--- config.mk ---
export PLATFORM = sky130hd
export DESIGN_NAME = pool_window_engine
export DESIGN_NICKNAME = d
export VERILOG_FILES = /design/src/rtl/pool_pkg.sv /design/src/rtl/pool_combine.sv /design/src/rtl/pool_window_engine.sv
export SDC_FILE = /design/constraint.sdc
export NUM_CORES = 2
export LEC_CHECK = 0
export CORE_MARGIN = 4
export CORE_UTILIZATION = 50
export CTS_CLUSTER_DIAMETER = 120
export DETAILED_ROUTE_END_ITERATION = 10
export GPL_TIMING_DRIVEN = 0
export PLACE_DENSITY_LB_ADDON = 0.1
export SYNTH_ARGS = -nofsm -noshare
export SYNTH_HDL_FRONTEND = slang
export SYNTH_SLANG_ARGS = --single-unit
--- constraint.sdc ---
create_clock -name clk -period 5.8 [get_ports clk]
set_input_delay 1.16 -clock clk [delete_from_list [all_inputs] [get_ports clk]]
set_output_delay 1.16 -clock clk [all_outputs]
set_load 0.02 [all_outputs]
--- src/rtl/pool_pkg.sv ---
// -----------------------------------------------------------------------------
// pool_pkg
// Shared definitions for the pooling window engine:
//   - pool_mode_e : pooling mode (max or average)
//   - clog2       : ceiling log2 usable in constant expressions
//   - geometry_ok : window size / frame geometry sanity check
//   - is_pow2     : power-of-two test (average mode divides by shifting)
// No ports; imported by pool_combine and pool_window_engine.
// -----------------------------------------------------------------------------
package pool_pkg;

  typedef enum logic {
    MODE_MAX = 1'b0,
    MODE_AVG = 1'b1
  } pool_mode_e;

  // Ceiling log2; clog2(1) = 0.
  function automatic int clog2(input int n);
    int r;
    int v;
    r = 0;
    v = 1;
    while (v < n) begin
      v = v * 2;
      r = r + 1;
    end
    return r;
  endfunction

  // Windows tile the frame exactly and are at least 2x2.
  function automatic bit geometry_ok(input int k, input int w, input int h);
    if (k < 2) return 1'b0;
    return ((w % k) == 0) && ((h % k) == 0);
  endfunction

  function automatic bit is_pow2(input int n);
    return (n > 0) && ((n & (n - 1)) == 0);
  endfunction

endpackage

--- src/rtl/pool_combine.sv ---
// -----------------------------------------------------------------------------
// pool_combine
// Per-channel fold used by the pooling engine. One instance per channel.
//   pixel  [DW] : incoming channel element
//   hacc   [AW] : running fold of the current window row
//   entry  [AW] : line-buffer partial result for this window column
//   first       : pixel opens a window row (kc == 0), fold restarts
//   load        : window is on its first row (kr == 0), entry is stale
//   avg         : 1 = fold is a sum, 0 = fold is a max
//   h_out  [AW] : new horizontal fold (hacc folded with pixel)
//   v_out  [AW] : new vertical fold (entry folded with h_out)
// Elements are widened to AW with sign or zero extension per SIGNED so the
// same datapath serves max and sum.
// -----------------------------------------------------------------------------
module pool_combine
  import pool_pkg::*;
#(
  parameter int DW     = 1,
  parameter int AW     = 1,
  parameter int SIGNED = 0
) (
  input  logic [DW-1:0] pixel,
  input  logic [AW-1:0] hacc,
  input  logic [AW-1:0] entry,
  input  logic          first,
  input  logic          load,
  input  logic          avg,
  output logic [AW-1:0] h_out,
  output logic [AW-1:0] v_out
);

  logic [AW-1:0] pix_ext;

  generate
    if (SIGNED != 0) begin : g_sext
      assign pix_ext = AW'($signed(pixel));
    end else begin : g_zext
      assign pix_ext = AW'(pixel);
    end
  endgenerate

  // Sum never overflows: AW carries log2(K*K) guard bits in average builds.
  function automatic logic [AW-1:0] fold(input logic [AW-1:0] a,
                                         input logic [AW-1:0] b,
                                         input logic          sum);
    if (sum) return a + b;
    if (SIGNED != 0) return ($signed(a) > $signed(b)) ? a : b;
    return (a > b) ? a : b;
  endfunction

  always_comb begin
    h_out = first ? pix_ext : fold(hacc, pix_ext, avg);
    v_out = load ? h_out : fold(entry, h_out, avg);
  end

endmodule

--- src/rtl/pool_window_engine.sv ---
// -----------------------------------------------------------------------------
// pool_window_engine
// Streaming KxK non-overlapping pooling over a raster-ordered frame.
// Build option: define POOL_AVG_EN to add average pooling (pool_avg = 1);
// without it the engine always max-pools and pool_avg is ignored.
// Ports:
//   clk            : clock, rising edge
//   reset          : asynchronous active-low reset
//   clear          : synchronous frame restart (drops a same-cycle pixel)
//   pool_avg       : average-mode request, sampled on the first frame pixel
//   stream_in      : one pixel, channel c at [c*DW +: DW]
//   stream_in_en   : stream_in valid this cycle
//   stream_out     : pooled pixel, same packing, held between pulses
//   stream_out_en  : one-cycle pulse marking a new stream_out
//   frame_done     : pulses with the last pooled pixel of a frame
// -----------------------------------------------------------------------------
module pool_window_engine
  import pool_pkg::*;
#(
  parameter int CH     = 128,
  parameter int DW     = 1,
  parameter int K      = 2,
  parameter int W_IN   = 32,
  parameter int H_IN   = 32,
  parameter int SIGNED = 0
) (
  input  logic             clk,
  input  logic             reset,
  input  logic             clear,
  input  logic             pool_avg,
  input  logic [CH*DW-1:0] stream_in,
  input  logic             stream_in_en,
  output logic [CH*DW-1:0] stream_out,
  output logic             stream_out_en,
  output logic             frame_done
);

  localparam int NWIN = W_IN / K;
  localparam int SH   = clog2(K * K);
`ifdef POOL_AVG_EN
  localparam int AW   = DW + SH;
`else
  localparam int AW   = DW;
`endif
  localparam int CW   = clog2(W_IN);
  localparam int RW   = clog2(H_IN);
  localparam int KW   = clog2(K);
  localparam int NW   = (clog2(NWIN) < 1) ? 1 : clog2(NWIN);

  localparam logic [CW-1:0] COL_LAST = CW'(W_IN - 1);
  localparam logic [RW-1:0] ROW_LAST = RW'(H_IN - 1);
  localparam logic [KW-1:0] K_LAST   = KW'(K - 1);

  generate
    if (!geometry_ok(K, W_IN, H_IN)) begin : g_bad_geometry
      $error("pool_window_engine: K must be >= 2 and divide W_IN and H_IN");
    end
`ifdef POOL_AVG_EN
    if (!is_pow2(K)) begin : g_bad_k
      $error("pool_window_engine: average pooling needs K a power of two");
    end
`endif
  endgenerate

  logic [CW-1:0]    col;
  logic [RW-1:0]    row;
  logic [KW-1:0]    kc;
  logic [KW-1:0]    kr;
  logic [NW-1:0]    win_col;
  logic [CH*AW-1:0] hacc;
  logic [CH*AW-1:0] h_all;
  logic [CH*AW-1:0] v_all;
  logic [CH*AW-1:0] entry_all;
  logic [CH*DW-1:0] result;
  logic             accept;
  logic             frame_start;
  logic             win_done;
  logic             avg;

  // Line buffer of per-window-column partial results; kr == 0 always
  // reloads an entry, so its contents never need a reset.
  logic [CH*AW-1:0] line_buf [NWIN];

  // A clear in the same cycle as a pixel discards that pixel.
  assign accept      = stream_in_en && !clear;
  assign frame_start = (col == '0) && (row == '0);
  assign win_done    = (kc == K_LAST) && (kr == K_LAST);
  assign entry_all   = line_buf[win_col];

`ifdef POOL_AVG_EN
  pool_mode_e mode_q;
  pool_mode_e mode_cur;

  // The mode is latched on the first pixel of a frame and that pixel already
  // uses the new mode; later pool_avg changes wait for the next frame.
  assign mode_cur = frame_start ? (pool_avg ? MODE_AVG : MODE_MAX) : mode_q;
  assign avg      = (mode_cur == MODE_AVG);

  always_ff @(posedge clk or negedge reset) begin
    if (!reset) begin
      mode_q <= MODE_MAX;
    end else if (accept && frame_start) begin
      mode_q <= mode_cur;
    end
  end
`else
  logic unused_pool_avg;
  assign unused_pool_avg = pool_avg;
  assign avg             = 1'b0;
`endif

  // Raster position and in-window offsets; only accepted pixels advance them.
  // win_col tracks col / K so the line buffer index needs no divider.
  always_ff @(posedge clk or negedge reset) begin
    if (!reset) begin
      col     <= '0;
      row     <= '0;
      kc      <= '0;
      kr      <= '0;
      win_col <= '0;
    end else if (clear) begin
      col     <= '0;
      row     <= '0;
      kc      <= '0;
      kr      <= '0;
      win_col <= '0;
    end else if (accept) begin
      if (col == COL_LAST) begin
        col     <= '0;
        kc      <= '0;
        win_col <= '0;
        if (row == ROW_LAST) begin
          row <= '0;
          kr  <= '0;
        end else begin
          row <= row + 1'b1;
          kr  <= (kr == K_LAST) ? '0 : kr + 1'b1;
        end
      end else begin
        col <= col + 1'b1;
        if (kc == K_LAST) begin
          kc      <= '0;
          win_col <= win_col + 1'b1;
        end else begin
          kc <= kc + 1'b1;
        end
      end
    end
  end

  // Horizontal fold of the current window row.
  always_ff @(posedge clk or negedge reset) begin
    if (!reset) begin
      hacc <= '0;
    end else if (accept) begin
      hacc <= h_all;
    end
  end

  // Each completed window row is folded into its column's line-buffer entry.
  always_ff @(posedge clk) begin
    if (accept && (kc == K_LAST)) begin
      line_buf[win_col] <= v_all;
    end
  end

  generate
    for (genvar c = 0; c < CH; c++) begin : g_ch
      logic [AW-1:0] v_ch;

      pool_combine #(
        .DW     (DW),
        .AW     (AW),
        .SIGNED (SIGNED)
      ) u_combine (
        .pixel (stream_in[c*DW +: DW]),
        .hacc  (hacc[c*AW +: AW]),
        .entry (entry_all[c*AW +: AW]),
        .first (kc == '0),
        .load  (kr == '0),
        .avg   (avg),
        .h_out (h_all[c*AW +: AW]),
        .v_out (v_ch)
      );

      assign v_all[c*AW +: AW] = v_ch;

`ifdef POOL_AVG_EN
      logic [DW-1:0] avg_ch;
      // Divide by K*K with a truncating (flooring, when signed) shift.
      if (SIGNED != 0) begin : g_savg
        assign avg_ch = DW'($signed(v_ch) >>> SH);
      end else begin : g_uavg
        assign avg_ch = DW'(v_ch >> SH);
      end
      assign result[c*DW +: DW] = avg ? avg_ch : v_ch[DW-1:0];
`else
      assign result[c*DW +: DW] = v_ch;
`endif
    end
  endgenerate

  // Output register: loads on the pixel that closes a window, one-cycle
  // valid pulse, value held until the next window completes.
  always_ff @(posedge clk or negedge reset) begin
    if (!reset) begin
      stream_out    <= '0;
      stream_out_en <= 1'b0;
      frame_done    <= 1'b0;
    end else begin
      stream_out_en <= 1'b0;
      frame_done    <= 1'b0;
      if (accept && win_done) begin
        stream_out    <= result;
        stream_out_en <= 1'b1;
        frame_done    <= (row == ROW_LAST) && (col == COL_LAST);
      end
    end
  end

endmodule

# Word-level counts from Yosys, hierarchy flattened
# Memories as Yosys holds them, arrays and structs flattened.
# Cells that the tools add are included.
# Widths: inputs -> output; s select.
dict set report totals {
  ff_bits 274
  ramBits 2048
  inputBits 133
  output_inout_bits 130
  word_cells 820
  n_memories 1
}
# memory words word_bits read_ports rd_ports_with_merged_regs write_ports line
set mem_list {}
lappend mem_list {line_buf 16 128 1 0 1 pool_window_engine.sv:82} ;# logic [CH*AW-1:0] line_buf [NWIN];
dict set report op_classes {
  n_addsub 5
  order_cmp 256
  eq_ne 2
  mux 536
  n_reduce_logical 11
}
# op count
set op_table {}
lappend op_table {{$mux 1} 525}
lappend op_table {{$gt 1x1->1} 256}
lappend op_table {{$mux 5} 7}
lappend op_table {{$mux 4} 4}
lappend op_table {{$add 5x1->5 const B} 2}
lappend op_table {{$eq 5x5->1 const B} 2}
lappend op_table {{$logic_and 1x1->1} 5}
lappend op_table {{$add 4x1->4 const B} 1}
lappend op_table {{$reduce_and 2->1} 2}
lappend op_table {{$reduce_bool 2->1} 2}
lappend op_table {{$reduce_bool 3->1} 1}
lappend op_table {{$add 1x1->1 const B} 2}
lappend op_table {{$logic_not 1->1} 1}

# Logic depth before layout (Yosys ltp)
dict set report logic_depth {
  ltp_word 6
  ltp_mapped 9
  ltp_nobuf 7
}

# Modules after synthesis
# From an unflattened synthesis, not the netlist that was laid out.
dict set report unflattened {
  cells_unflattened 5453
  area_unflattened_um2 99699.4
}
# module instances cells_per_inst area_each_um2
set by_module_without_submodules {}
lappend by_module_without_submodules {pool_window_engine 1 3789 86887.1}
lappend by_module_without_submodules {pool_combine 128 13 100.1}

# Worst setup path before layout
# No wires, ideal clock.
dict set report synth_path {
  path_type {input -> register}
  startpoint {input stream_in_en}
  endpoint {memory line_buf[0][0] (netlist name) (enable)}
  t_arrival_ps 4848
  path_slack_ps 450
  cell_stages 4
  n_path_buf 1
  cell_sequence {clkbuf_1 > nand2_1 > nor4_1 > and2_1}
}
dict set report synth_via {
  elab_chain_len 4
}
# element line
set synth_lines {}
lappend synth_lines {{start: declaration} pool_window_engine.sv:32} ;# input logic stream_in_en,
lappend synth_lines {{$logic_and 1x1->1} pool_window_engine.sv:85} ;# assign accept = stream_in_en && !clear;
lappend synth_lines {{$logic_and 1x1->1} pool_window_engine.sv:162} ;# if (accept && (kc == K_LAST)) begin
lappend synth_lines {{$mux 1} pool_window_engine.sv:162}
lappend synth_lines {{$mux 1 (implied by the code)} pool_window_engine.sv:163} ;# line_buf[win_col] <= v_all;
lappend synth_lines {{end: declaration} pool_window_engine.sv:82}
# Every way passes these cells.

# Final worst setup path
dict set report layout_path {
  startpoint {register kc}
  endpoint {memory line_buf[11][29] (netlist name) (enable)}
}
dict set report layout_via {
  elab_chain_len 3
}
# element line
set layout_lines {}
lappend layout_lines {{start: declaration} pool_window_engine.sv:67} ;# logic [KW-1:0] kc;
lappend layout_lines {{start signal: assignment} pool_window_engine.sv:145} ;# kc <= kc + 1'b1;
lappend layout_lines {{$logic_and 1x1->1} pool_window_engine.sv:162}
lappend layout_lines {{$mux 1} pool_window_engine.sv:162}
lappend layout_lines {{$mux 1 (implied by the code)} pool_window_engine.sv:163}
# Every way passes these cells.

==> summary.md <==
| Metric | Value |
|---|---|
| Final ANT Viol Nets | `0` |
| CTS resizes | `0` |
| Skew final | `33.4 ps` |
| Top-count cell post-synth | `edfxtp_1` |
| Post-DP HPWL | `158000 um` |
| Final worst slack | `roughly 1400 ps` |
| Syn Area/Cell | `~20 um^2` |
| Peak Freq | `227 MHz` |
| Leakage | `approximately 34 nW` |
| Cts hold-fix bufs | `0` |
| Syn Nets | `4637` |
| Worst path arrival time | `between 4000 and 5000 ps` |
| Ys Warns | `0` |
| Placement Setup Slack | `1080 ps` |
| Setup crit start kind | `flip-flop` |
| Peak fanout along the critical path | `30` |
| Antenna violations before repair | `9` |
| Post-synthesis sequential area ratio | `about 75%` |
| Clock transition at the registers of the reported paths | `70 ps` |
| Main area contributors after synthesis | `edfxtp_1 68%, mux4_2 13%, dfrtp_1 7.6%` |
| Die width | `roughly 430 um` |
| Later-pin clock latency in the skew report | `860 ps` |
| Metal3 WL | `between 20000 and 25000 um` |
| Cell taking the most area after synthesis | `edfxtp_1` |
| Filler instances | `around 13000` |
| Flop-to-flop setup slack | `around 1400 ps` |
| Met1 WL | `~100000 um` |
| Final setup vio count | `0` |
| Post-layout min period | `roughly 4400 ps` |
| Core ar. | `around 180000 um^2` |
| MaxCap Viol Count | `2` |
| Via count | `~50000` |
| Initial Utilization | `around 50%` |
| Number of I/O port buffers | `between 200 and 300` |
| H-tree levels | `4` |
| Largest net degree at the start of global routing | `93` |
| Final hold vios | `0` |
| DRT Pass-1 Iters | `8` |
| Worst reg2reg endpoint | `line_buf[11][29]` |
| Mapped Cells | `around 4500` |
| Total GRT Usage | `approximately 28%` |
| # nets final | `roughly 5200` |
| Die Y | `434 um` |
| Pwr dens | `about 330 nW/um^2` |
| Seq cells post-synth | `2322` |
| Final number of max-transition violations | `11` |
| RR Startpoint | `kc` |
| Status | `finished, violations left` |
| Post-Route WL | `around 270000 um` |
| Synth Flop Type | `edfxtp_1` |
| Fin crit share | `about three quarters` |
| Metal2 WL | `about 130000 um` |
| Gpl congestion | `0.769` |
| Async SR Flop Fraction | `11.8%` |
| Root buf cell | `clkbuf_16` |
| Iteration-0 DRC Markers | `5583` |
| Clock sink total | `2322` |
| DRC viols | `0` |
| Die Footprint | `around 190000 um^2` |
| Final TNS setup | `0 ps` |
| First-pass GRT wire length | `~370000 um` |
| GRT overflow | `0` |
| Maximum vdd ir drop | `0.310 mV` |
| CTS Buf Count | `230` |
| Crit. End Element | `flip-flop` |
| Setup Buffers After CTS | `0` |
| Cell Rows | `approximately 160` |
| Worst slew pin tran | `~1600 ps` |
| Netlist cell types | `33` |
| Io pins | `about 260` |
| Area Growth Syn to Fin | `15.9%` |
| Setup Crit Path Kind | `reg -> reg` |
| Max Root-Sink Buffers | `3` |
| Max transition margin | `-4.58%` |
| Max Used Layer | `met5` |
| Share of the synthesized area in the top cell type | `about two thirds` |
| CP required | `between 6000 and 7000 ps` |
| Post-route cell area | `approximately 100000 um^2` |
| Vias per cell | `between 6 and 7` |
| Number of flops mapped to enable cells by yosys | `between 2000 and 2500` |
| R2R cell count | `8` |
| Unrepaired setup endpoints after global routing | `false` |
| Vias in the first global route | `roughly 50000` |
| Failing checks | `capacitance limit, slew limit` |
| Share of cells above drive strength 1 | `roughly 19%` |
| Post-DP Area | `approximately 100000 um^2` |
| Clock tree from TritonCTS | `yes` |
| Post-synth top cells | `2048 x edfxtp_1, 512 x mux4_2, 274 x dfrtp_1, 260 x mux2i_1, 230 x and3_1` |
| HP Class | `in -> async` |
| Syn Std Cell Area | `slightly above 90000 um^2` |
| DR WL/cell | `35.0 um` |
## where the power goes
part / total (mW) / internal [mW] / switching [mW]
clock network: 14.6 / 8.33 / 6.27
logic: 1.54 / 0.530 / 1.01
registers: 18.5 / 18.5 / 0.0735
## how the worst max path moves through the flow
stage / start / end / cells past startpoint
after floorplan: stream_in_en / line_buf[0][0] / 4
after global placement: reset / stream_out[4] / 1
after detailed placement: stream_in_en / line_buf[11][33] / 8
after CTS: kc / line_buf[11][29] / 8
after global routing: kc / line_buf[0][85] / 7
final: kc / line_buf[11][29] / 8
## area by class of cell
| type | instances | area [um^2] | area share, % |
|---|---|---|---|
| Buffer | 291 | 1420 | 1.35 |
| Antenna cell | 2 | 5.00 | 0.00477 |
| Timing Repair Buffer | 316 | 4060 | 3.87 |
| Clock inverter | 93 | 793 | 0.756 |
| Multi-Input combinational cell | 1880 | 20800 | 19.8 |
| Sequential cell | 2322 | 68400 | 65.1 |
| Clock buffer | 343 | 6570 | 6.25 |
| Tap cell | 2355 | 2950 | 2.81 |
| Inverter | 3 | 11.3 | 0.0107 |
## layer usage
| metal | global-route usage (%) | up-vias |
|---|---|---|
| met5 | 0 | - |
| met4 | 12.1 | 2 |
| met3 | 5.74 | 517 |
| met2 | 44.9 | 2493 |
| met1 | 39.0 | 26610 |
| li1 | - | 19873 |
## registers in the layout (all words and copies together) (netlist names)
name,cells
kc,1
stream_out_en,1
line_buf,2048
col,5
hacc,128
win_col,4
kr,1
row,5
frame_done,1
stream_out,128
## worst max-delay path: stages (launching register included)
cell and delay, ps:
dfrtp_1 540, clkbuf_2 700, clkbuf_1 580, nand2_1 210, nor3_1 500, and2_4 590, buf_12 290, buf_12 270
buf_16 290
## placed cells by master, fill, tap and decap left out, types with 46 or more instances in the layout
cell type and instances:
and3_1 230, a221oi_1 112, dfrtp_1 274, buf_2 67
nand2_1 135, edfxtp_1 2048, nor2_1 126, o221ai_1 128
a21oi_1 143, clkdlybuf4s50_1 260, clkbuf_16 234, clkbuf_1 220
mux4_2 512, buf_16 46, o21ai_0 132, mux2i_1 260
## cells by family (layout without fill, tap and decap cells)
logic type | after synthesis | count (layout) | share of synthesized area (%)
AND/OR/NAND/NOR | 566 | 566 | 3.18
other | 0 | 2 | 0
multiplexers | 772 | 772 | 15.6
flip-flops | 2322 | 2322 | 75.5
AO/OA/AOI/OAI | 534 | 534 | 4.05
buffers and inverters | 294 | 1046 | 1.56
adder cells (fa/ha/maj) | 8 | 8 | 0.111
## stage by stage
step                      utilization, %  instances  hold slack [ps]  power (mW)
after floorplan                        -       4496              450        19.8
after global placement              53.6       7112              462        20.4
after detailed placement            54.5       7167              470        20.4
after CTS                           58.6       7603             66.6        34.9
after global routing                58.6       7604             79.5        35.7
final                               58.6       7605              122        34.7
Power figures use the tool's default switching activity.
